--- src/rtl/aidan_mcnay_iter_divider_if.sv ---
// Request/response stream bundle for the iterative divider.
// Request side: dividend/divisor with val/rdy. Response side: quotient/remainder with val/rdy.
interface aidan_mcnay_iter_divider_if #(
  parameter int nbits = 16
);
  logic             istream_val;
  logic             istream_rdy;
  logic [nbits-1:0] istream_dividend;
  logic [nbits-1:0] istream_divisor;
  logic             ostream_val;
  logic             ostream_rdy;
  logic [nbits-1:0] ostream_quotient;
  logic [nbits-1:0] ostream_remainder;

  // Producer of requests and consumer of results
  modport master (
    output istream_val, istream_dividend, istream_divisor, ostream_rdy,
    input  istream_rdy, ostream_val, ostream_quotient, ostream_remainder
  );

  // The divider itself
  modport slave (
    input  istream_val, istream_dividend, istream_divisor, ostream_rdy,
    output istream_rdy, ostream_val, ostream_quotient, ostream_remainder
  );
endinterface

--- src/rtl/aidan_mcnay_iter_divider.sv ---
// Iterative unsigned restoring divider, one quotient bit per cycle.
// Fixed latency of nbits CALC cycles regardless of operands; divide by zero
// falls out of the algorithm as quotient = all ones, remainder = dividend.
module aidan_mcnay_iter_divider #(
  parameter int nbits = 16
) (
  input  logic                        clk,
  input  logic                        reset,
  aidan_mcnay_iter_divider_if.slave   dif
);

  localparam int CW = (nbits > 1) ? $clog2(nbits) : 1;

  typedef enum logic [1:0] {
    IDLE = 2'd0,
    CALC = 2'd1,
    DONE = 2'd2
  } state_t;

  state_t           state_q, state_d;
  logic [nbits-1:0] dvd_q, dvd_d;    // dividend shift register, MSB feeds the remainder
  logic [nbits-1:0] dvs_q, dvs_d;    // latched divisor
  logic [nbits-1:0] rem_q, rem_d;    // partial remainder
  logic [nbits-1:0] quot_q, quot_d;  // quotient shift register
  logic [CW-1:0]    cnt_q, cnt_d;    // remaining CALC cycles minus one

  // The shifted remainder needs nbits+1 bits so the compare cannot overflow.
  // The stored remainder only needs nbits: after the restore step it is
  // always strictly below the divisor, or equal to the shifted value when
  // the divisor is zero, whose top bit is then dropped exactly as the
  // algorithm does on the next shift.
  logic [nbits:0]   rem_shift;
  logic             rem_ge;

  // State and datapath registers; reset discards any in-flight operation
  always_ff @(posedge clk) begin
    if (reset) begin
      state_q <= IDLE;
      dvd_q   <= '0;
      dvs_q   <= '0;
      rem_q   <= '0;
      quot_q  <= '0;
      cnt_q   <= '0;
    end else begin
      state_q <= state_d;
      dvd_q   <= dvd_d;
      dvs_q   <= dvs_d;
      rem_q   <= rem_d;
      quot_q  <= quot_d;
      cnt_q   <= cnt_d;
    end
  end

  // Next-state and datapath step: accept in IDLE, one restoring step per CALC cycle, hold in DONE
  always_comb begin
    state_d   = state_q;
    dvd_d     = dvd_q;
    dvs_d     = dvs_q;
    rem_d     = rem_q;
    quot_d    = quot_q;
    cnt_d     = cnt_q;
    rem_shift = {rem_q, dvd_q[nbits-1]};
    rem_ge    = (rem_shift >= {1'b0, dvs_q});

    unique case (state_q)
      IDLE: begin
        if (dif.istream_val) begin
          state_d = CALC;
          dvd_d   = dif.istream_dividend;
          dvs_d   = dif.istream_divisor;
          rem_d   = '0;
          quot_d  = '0;
          cnt_d   = CW'(nbits - 1);
        end
      end
      CALC: begin
        dvd_d  = dvd_q << 1;
        rem_d  = rem_ge ? nbits'(rem_shift - {1'b0, dvs_q}) : nbits'(rem_shift);
        quot_d = {quot_q[nbits-2:0], rem_ge};
        if (cnt_q == '0) state_d = DONE;
        else             cnt_d   = cnt_q - 1'b1;
      end
      DONE: begin
        if (dif.ostream_rdy) state_d = IDLE;
      end
      default: state_d = IDLE;
    endcase
  end

  // Moore handshake outputs; results come straight from registers
  always_comb begin
    dif.istream_rdy       = (state_q == IDLE);
    dif.ostream_val       = (state_q == DONE);
    dif.ostream_quotient  = quot_q;
    dif.ostream_remainder = rem_q;
  end

endmodule
--- src/flat_wrapper.sv ---
// flat-port wrapper written by rule: the top's interface ports become plain ports
module aidan_mcnay_iter_divider_flat 
#(
  parameter int nbits = 16
)
  (clk, reset, dif_istream_val, dif_istream_dividend, dif_istream_divisor, dif_ostream_rdy, dif_istream_rdy, dif_ostream_val, dif_ostream_quotient, dif_ostream_remainder);
  aidan_mcnay_iter_divider_if #(.nbits(nbits)) dif_i ();
  input  logic clk;
  input  logic reset;
  input wire logic [$bits(dif_i.istream_val)-1:0] dif_istream_val;
  input wire logic [$bits(dif_i.istream_dividend)-1:0] dif_istream_dividend;
  input wire logic [$bits(dif_i.istream_divisor)-1:0] dif_istream_divisor;
  input wire logic [$bits(dif_i.ostream_rdy)-1:0] dif_ostream_rdy;
  output wire logic [$bits(dif_i.istream_rdy)-1:0] dif_istream_rdy;
  output wire logic [$bits(dif_i.ostream_val)-1:0] dif_ostream_val;
  output wire logic [$bits(dif_i.ostream_quotient)-1:0] dif_ostream_quotient;
  output wire logic [$bits(dif_i.ostream_remainder)-1:0] dif_ostream_remainder;
  assign dif_i.istream_val = dif_istream_val;
  assign dif_i.istream_dividend = dif_istream_dividend;
  assign dif_i.istream_divisor = dif_istream_divisor;
  assign dif_i.ostream_rdy = dif_ostream_rdy;
  assign dif_istream_rdy = dif_i.istream_rdy;
  assign dif_ostream_val = dif_i.ostream_val;
  assign dif_ostream_quotient = dif_i.ostream_quotient;
  assign dif_ostream_remainder = dif_i.ostream_remainder;
  aidan_mcnay_iter_divider #(.nbits(nbits)) u_core (.clk(clk), .reset(reset), .dif(dif_i));
endmodule
--- config.mk ---
export PLATFORM = sky130hd
export DESIGN_NAME = aidan_mcnay_iter_divider_flat
export DESIGN_NICKNAME = d
export VERILOG_FILES = /design/src/rtl/aidan_mcnay_iter_divider_if.sv /design/src/rtl/aidan_mcnay_iter_divider.sv /design/src/flat_wrapper.sv
export SDC_FILE = /design/constraint.sdc
export NUM_CORES = 1
export LEC_CHECK = 0
export ABC_AREA = 1
export BUFFER_PORTS_ARGS = -buffer_cell sky130_fd_sc_hd__buf_2
export CAP_MARGIN = 20
export CELL_PAD_IN_SITES_DETAIL_PLACEMENT = 1
export CELL_PAD_IN_SITES_GLOBAL_PLACEMENT = 2
export CORE_MARGIN = 8
export CORE_UTILIZATION = 31
export CTS_CLUSTER_SIZE = 12
export DETAILED_ROUTE_END_ITERATION = 10
export GPL_ROUTABILITY_DRIVEN = 0
export PLACE_DENSITY_LB_ADDON = 0.1
export RECOVER_POWER = 50
export SLEW_MARGIN = 20
export SYNTH_ARGS = -nofsm -noshare
export SYNTH_HDL_FRONTEND = slang
export SYNTH_SLANG_ARGS = --single-unit
--- constraint.sdc ---
create_clock -name clk -period 2.5 [get_ports clk]
set_input_delay 0.5 -clock clk [delete_from_list [all_inputs] [get_ports clk]]
set_output_delay 0.5 -clock clk [all_outputs]
set_load 0.02 [all_outputs]
* After elaboration in Yosys (flattened, before gate mapping)
Cells that the tools add are included.
** Cells by class
- Magnitude comparators :: 1
- Shift operators :: 0
- Bitwise gates (word level) :: 0
- Equality and inequality tests :: 6
- Div/mod/pow operators :: 0
- Add/sub/neg operators :: 2
- Multiply operators :: 0
- Reduce and logical (&&, ||, !) cells :: 7
- Muxes and demuxes :: 13
** Operator list (count)
- $pmux 16 s2 :: 3
- $mux 16 :: 3
- $ge 17x16->1 :: 1
- $sub 16x16->16 :: 1
- $mux 4 :: 2
- $pmux 4 s2 :: 1
- $mux 2 :: 3
- $ne 2x2->1 const B :: 3
- $pmux 2 s3 :: 1
- $reduce_and 3->1 :: 2
- $logic_not 4->1 :: 1
- $reduce_and 2->1 :: 2
- $sub 4x1->4 const B :: 1
- $eq 2x1->1 const B :: 1
- $eq 2x2->1 const B :: 1
- $logic_not 2->1 :: 1
- $ne 2x1->1 const B :: 1
- $reduce_bool 2->1 :: 1
** Storage, ports and cells
- Bits in registers :: 70
- Input bits :: 36
- Output and inout port bits :: 34
- ROM bits :: 0
- Bits in latches :: 0
- Memory bits (writable) :: 0
- Word-level logic and storage cells :: 35
- Memories :: 0

* Depth between registers and ports, before layout
- Depth after elaboration :: 3
- Gate-level depth with buffers :: 14
- Gate-level depth less buffers :: 14

* Worst setup path after synthesis
OpenSTA, ideal clock, no wires.
- Path kind :: flip-flop to flip-flop
- Start :: register u_core.rem_q[1] (netlist: u_core.dif.ostream_remainder[1])
- End :: register u_core.rem_q[4] (netlist: u_core.dif.ostream_remainder[4])
- Stages on the path, launching flop included :: 14
- Data arrival time :: 1796 ps
- Setup slack :: 634 ps
- Period minus slack after synthesis :: 1866 ps
- Path through :: dfxtp_1 > ha_1 > nand2_1 > nand2_1 > a21oi_2 > nand2_2 > nand2_2 > nand2_2 > nand2_4 > nand2_4 > buf_6 > nand2_2 > nand3_2 > a21oi_2
** On the way
- Cells in the longest elaborated chain, start to end :: 3
- Elaborated cells between the ends (all ways) :: 4
- Those cells by class :: 1 x add/sub; 1 x order compare; 2 x mux
** Ends and longest elaborated chain
- start: declaration :: line aidan_mcnay_iter_divider.sv:23 : logic [nbits-1:0] rem_q, rem_d;
- start signal: assignment :: line aidan_mcnay_iter_divider.sv:48 : rem_q <= rem_d;
- $sub 16x16->16 / $ge 17x16->1 (equally long branches) :: line aidan_mcnay_iter_divider.sv:78, aidan_mcnay_iter_divider.sv:63
- $mux 16 * :: line aidan_mcnay_iter_divider.sv:78 : rem_d = rem_ge ? nbits'(rem_shift - {1'b0, dvs_q}) : nbits'(rem_shift);
- $pmux 16 s2 * :: line aidan_mcnay_iter_divider.sv:65 : unique case (state_q)
Mark *: on every way between the ends. The rest lies on a longest branch, timed or not.
A chain may end at the register's enable or synchronous reset.

* Final worst setup path
- Start :: register u_core.rem_q[11] (netlist: u_core.dif.ostream_remainder[11])
- End :: register u_core.rem_q[12] (netlist: u_core.dif.ostream_remainder[12])
Same word-level chain as after synthesis.

==> flow_summary_export.csv <==
group,metric,value,unit
pwr,power_density,1050,mW/mm²
clocking,cts.sinks,70,
cells_and_area,drive_gt1_share,17.8,%
die,fp-row-count,41,
pwr,peakVddDrop,0.309,mV
clocking,cts_buffers,9,
sta,maxSlewViolCount,0,
worst_setup_path,cp_common_cell,"a21oi_2",
cells_and_area,num-nets-final,679,
worst_setup_path,crit_fanout,14,
pwr,leakagePower,0.00206,µW
worst_setup_path,critPathRequiredTime,2.70,ns
die,ios,70,
cells_and_area,insertedDiodeCount,0,
grt,track_usage,15.0,%
cells_and_area,design_area,0.00475,mm²
detailed_routing,wl_met1,5.48,mm
pwr,power,5000,µW
worst_setup_path,critPathLaunchType,"flip-flop",
die,die_h,129,µm
grt,grt_max_degree,40,
detailed_routing,antenna_left,0,
synthesis,yosysUniqueCellTypes,32,
clocking,path_clk_slew,0.06,ns
worst_setup_path,critPathCaptureType,"flip-flop",
worst_setup_path,crit_chain,"ha_1, a21oi_1, nand2_1, a21oi_2, nand2_2, nand2_4, buf_4, nand3b_1, nand3_2, a21oi_2",
die,start_util,31.6,%
status,status,"finished clean",
synthesis,seq_area_frac_synth,35.4,%
placed_design,hpwlAfterDp,8.62,mm
die,core,0.0125,mm²
grt,grt-ovfl-total,0,
detailed_routing,num_vias,3783,
placed_design,post_dp_cell_area,0.00447,mm²
detailed_routing,wl,11.9,mm
cells_and_area,fin_util,37.9,%
detailed_routing,route.detailed.drc,0,
die,dieArea,0.0166,mm²
sta,tns,0,ns
clocking,cts.repair.resized,0,
clocking,htree_levels,3,
clocking,cts_tree,"done",
sta,fin_crit_sh,86.2,%
clocking,clk_latency,0.34,ns
synthesis,synth_area,0.00396,mm²
synthesis,synthCells,560,
sta,fin_worst_skew,0.00733,ns
synthesis,yosys_register_bits,70,
detailed_routing,viasPerCell,4.72,
worst_setup_path,crit_arrival,2.36,ns
worst_setup_path,critPathMaxStageDelay,0.40,ns
detailed_routing,route.top_layer_used,"met4",
synthesis,ys_warn_count,0,
worst_setup_path,critical_path_class,"flip-flop to flip-flop",
detailed_routing,wl_met2,5.85,mm
clocking,cts_buffer_depth,2,
sta,period_needed,2.16,ns
run,drv_cap,0,
grt,grt_pass1_wl,19.8,mm
detailed_routing,routedWlPerCell,14.9,µm
min_path,hold_path.class,"input port to flip-flop",
worst_setup_path,slowest_stage,"ha_1",
sta,rsz0062_at_grt,"no",
grt,grt_pass1_vias,4117,
synthesis,syn_nets,614,
clocking,cts_hold_buf,0,
sta,hold_violations,0,
grt,antenna_found_initial,0,
placed_design,numPortBuffers,69,
sta,slew_headroom,34.7,%
detailed_routing,drtIter0Drc,81,
cells_and_area,n_fill_cell,1641,
sta,setup_viol,0,
cells_and_area,area_growth,20.0,%
detailed_routing,met3_length,447,µm
sta,max_slew.worst_pin.slew,0.979,ns
synthesis,avgSynthCellArea,7.06,µm²
clocking,cts_root_buf,"clkbuf_16",
die,die_x,129,µm
sta,fmax,464,MHz
detailed_routing,dr.pass1.iters,5,
clocking,post-cts-setup-buffer-count,0,
==> cell type report <==
class | instances | area, µm² | share of cell area, %
clock buffer | 12 | 256 | 5.40
sequential | 70 | 1400 | 29.5
tap | 172 | 215 | 4.53
clock inverter | 3 | 67.6 | 1.42
timing repair buffer | 78 | 367 | 7.72
multi-input combinational | 400 | 2190 | 46.2
inverter | 66 | 248 | 5.22
==> path summary, 6_finish.rpt <==
kind / start / to / slack [ns] / depth (start not counted)
max: u_core.dif.ostream_remainder[11]$_SDFFE_PP0P_ / u_core.dif.ostream_remainder[12]$_SDFFE_PP0P_ / 0.34 / 10
min: dif_istream_dividend[4] / u_core.dvd_q[4]$_SDFFE_PP0P_ / 0.42 / 3
max reg2reg: u_core.dif.ostream_remainder[11]$_SDFFE_PP0P_ / u_core.dif.ostream_remainder[12]$_SDFFE_PP0P_ / 0.34 / 10
min reg2reg: u_core.dvd_q[3]$_SDFFE_PP0P_ / u_core.dvd_q[3]$_SDFFE_PP0P_ / 0.46 / 2
==> logic make-up (layout without fill, tap and decap cells) <==
group,Yosys count,in the layout,synth area share (%)
AO/OA/AOI/OAI,116,116,17.0
XOR/XNOR,8,8,1.77
adder cells (fa/ha/maj),18,18,5.88
buffers and inverters,90,159,9.33
flip-flops,70,70,35.4
AND/OR/NAND/NOR,258,258,30.6
==> stage by stage <==
step | hold slack (ns) | worst slack, ns | cells
3_5_place_dp | 0.449 | 0.341 | 786
2_1_floorplan | 0.433 | 0.634 | 560
5_1_grt | 0.426 | 0.0620 | 801
6_report | 0.425 | 0.344 | 801
4_1_cts | 0.414 | 0.311 | 801
3_3_place_gp | 0.448 | 0.390 | 786
==> cell usage after synthesis <==
library cell  instances  area, µm²
nand2_1             160        601
buf_4                 2       15.0
a21oi_2              12        105
nor2_4                1       11.3
nand3_2              10        100
nor2_1               23       86.3
nand4_1               5       31.3
nand2_2              18        113
a211oi_1              4       30.0
nor3_1                3       15.0
inv_1                60        225
nor2_2                1       6.26
a31oi_1              13       81.3
o31ai_1               1       7.51
a31oi_4               1       21.3
clkbuf_1             11       41.3
nand3b_1             15        113
xnor2_1               5       43.8
dfxtp_1              70       1400
o21bai_1              1       7.51
nand3_1              18       90.1
fa_1                  1       20.0
o21ai_0              35        175
ha_1                 17        213
nand2_4               2       22.5
buf_1                 2       7.51
nor3_2                2       20.0
xor2_1                3       26.3
buf_2                 7       35.0
a21oi_1              49        245
inv_2                 6       22.5
buf_6                 2       22.5
==> metal layers <==
metal | vias up | GRT usage [%]
li1 | 1943 | -
met1 | 1776 | 17.6
met2 | 51 | 26.1
met3 | 13 | 3.68
met4 | 0 | 5.11
met5 | - | 0
==> cells in the final DEF, fill, tap and decap left out, drive strengths merged <==
cell type,n
a211oi,4
clkinvlp,1
nor3,5
xnor2,5
nand4,5
dfxtp,70
a31oi,14
clkbuf,46
fa,1
bufinv,2
buf,44
a21oi,61
nand3b,15
nor2,25
o21ai,35
inv,66
xor2,3
nand3,28
o21bai,1
o31ai,1
nand2,180
ha,17
==> flip-flops by register name (all words and copies together), names as in the netlist <==
name / flops
u_core.cnt_q: 4
u_core.state_q: 2
u_core.dvs_q: 16
u_core.dvd_q: 16
u_core.dif.ostream_remainder: 16
u_core.dif.ostream_quotient: 16
==> critical path: cells and delay by family (launching register included) <==
| kind | cells | cell delay, ns |
|---|---|---|
| AO/OA/AOI/OAI | 3 | 0.51 |
| flip-flops | 1 | 0.34 |
| buffers and inverters | 1 | 0.24 |
| adder cells (fa/ha/maj) | 1 | 0.40 |
| AND/OR/NAND/NOR | 5 | 0.53 |
==> power breakdown <==
part / internal, µW / switching (µW)
Clock: 923 / 490
Combinational: 749 / 1510
Sequential: 1250 / 86.8
(Power assumes the default switching activity.)
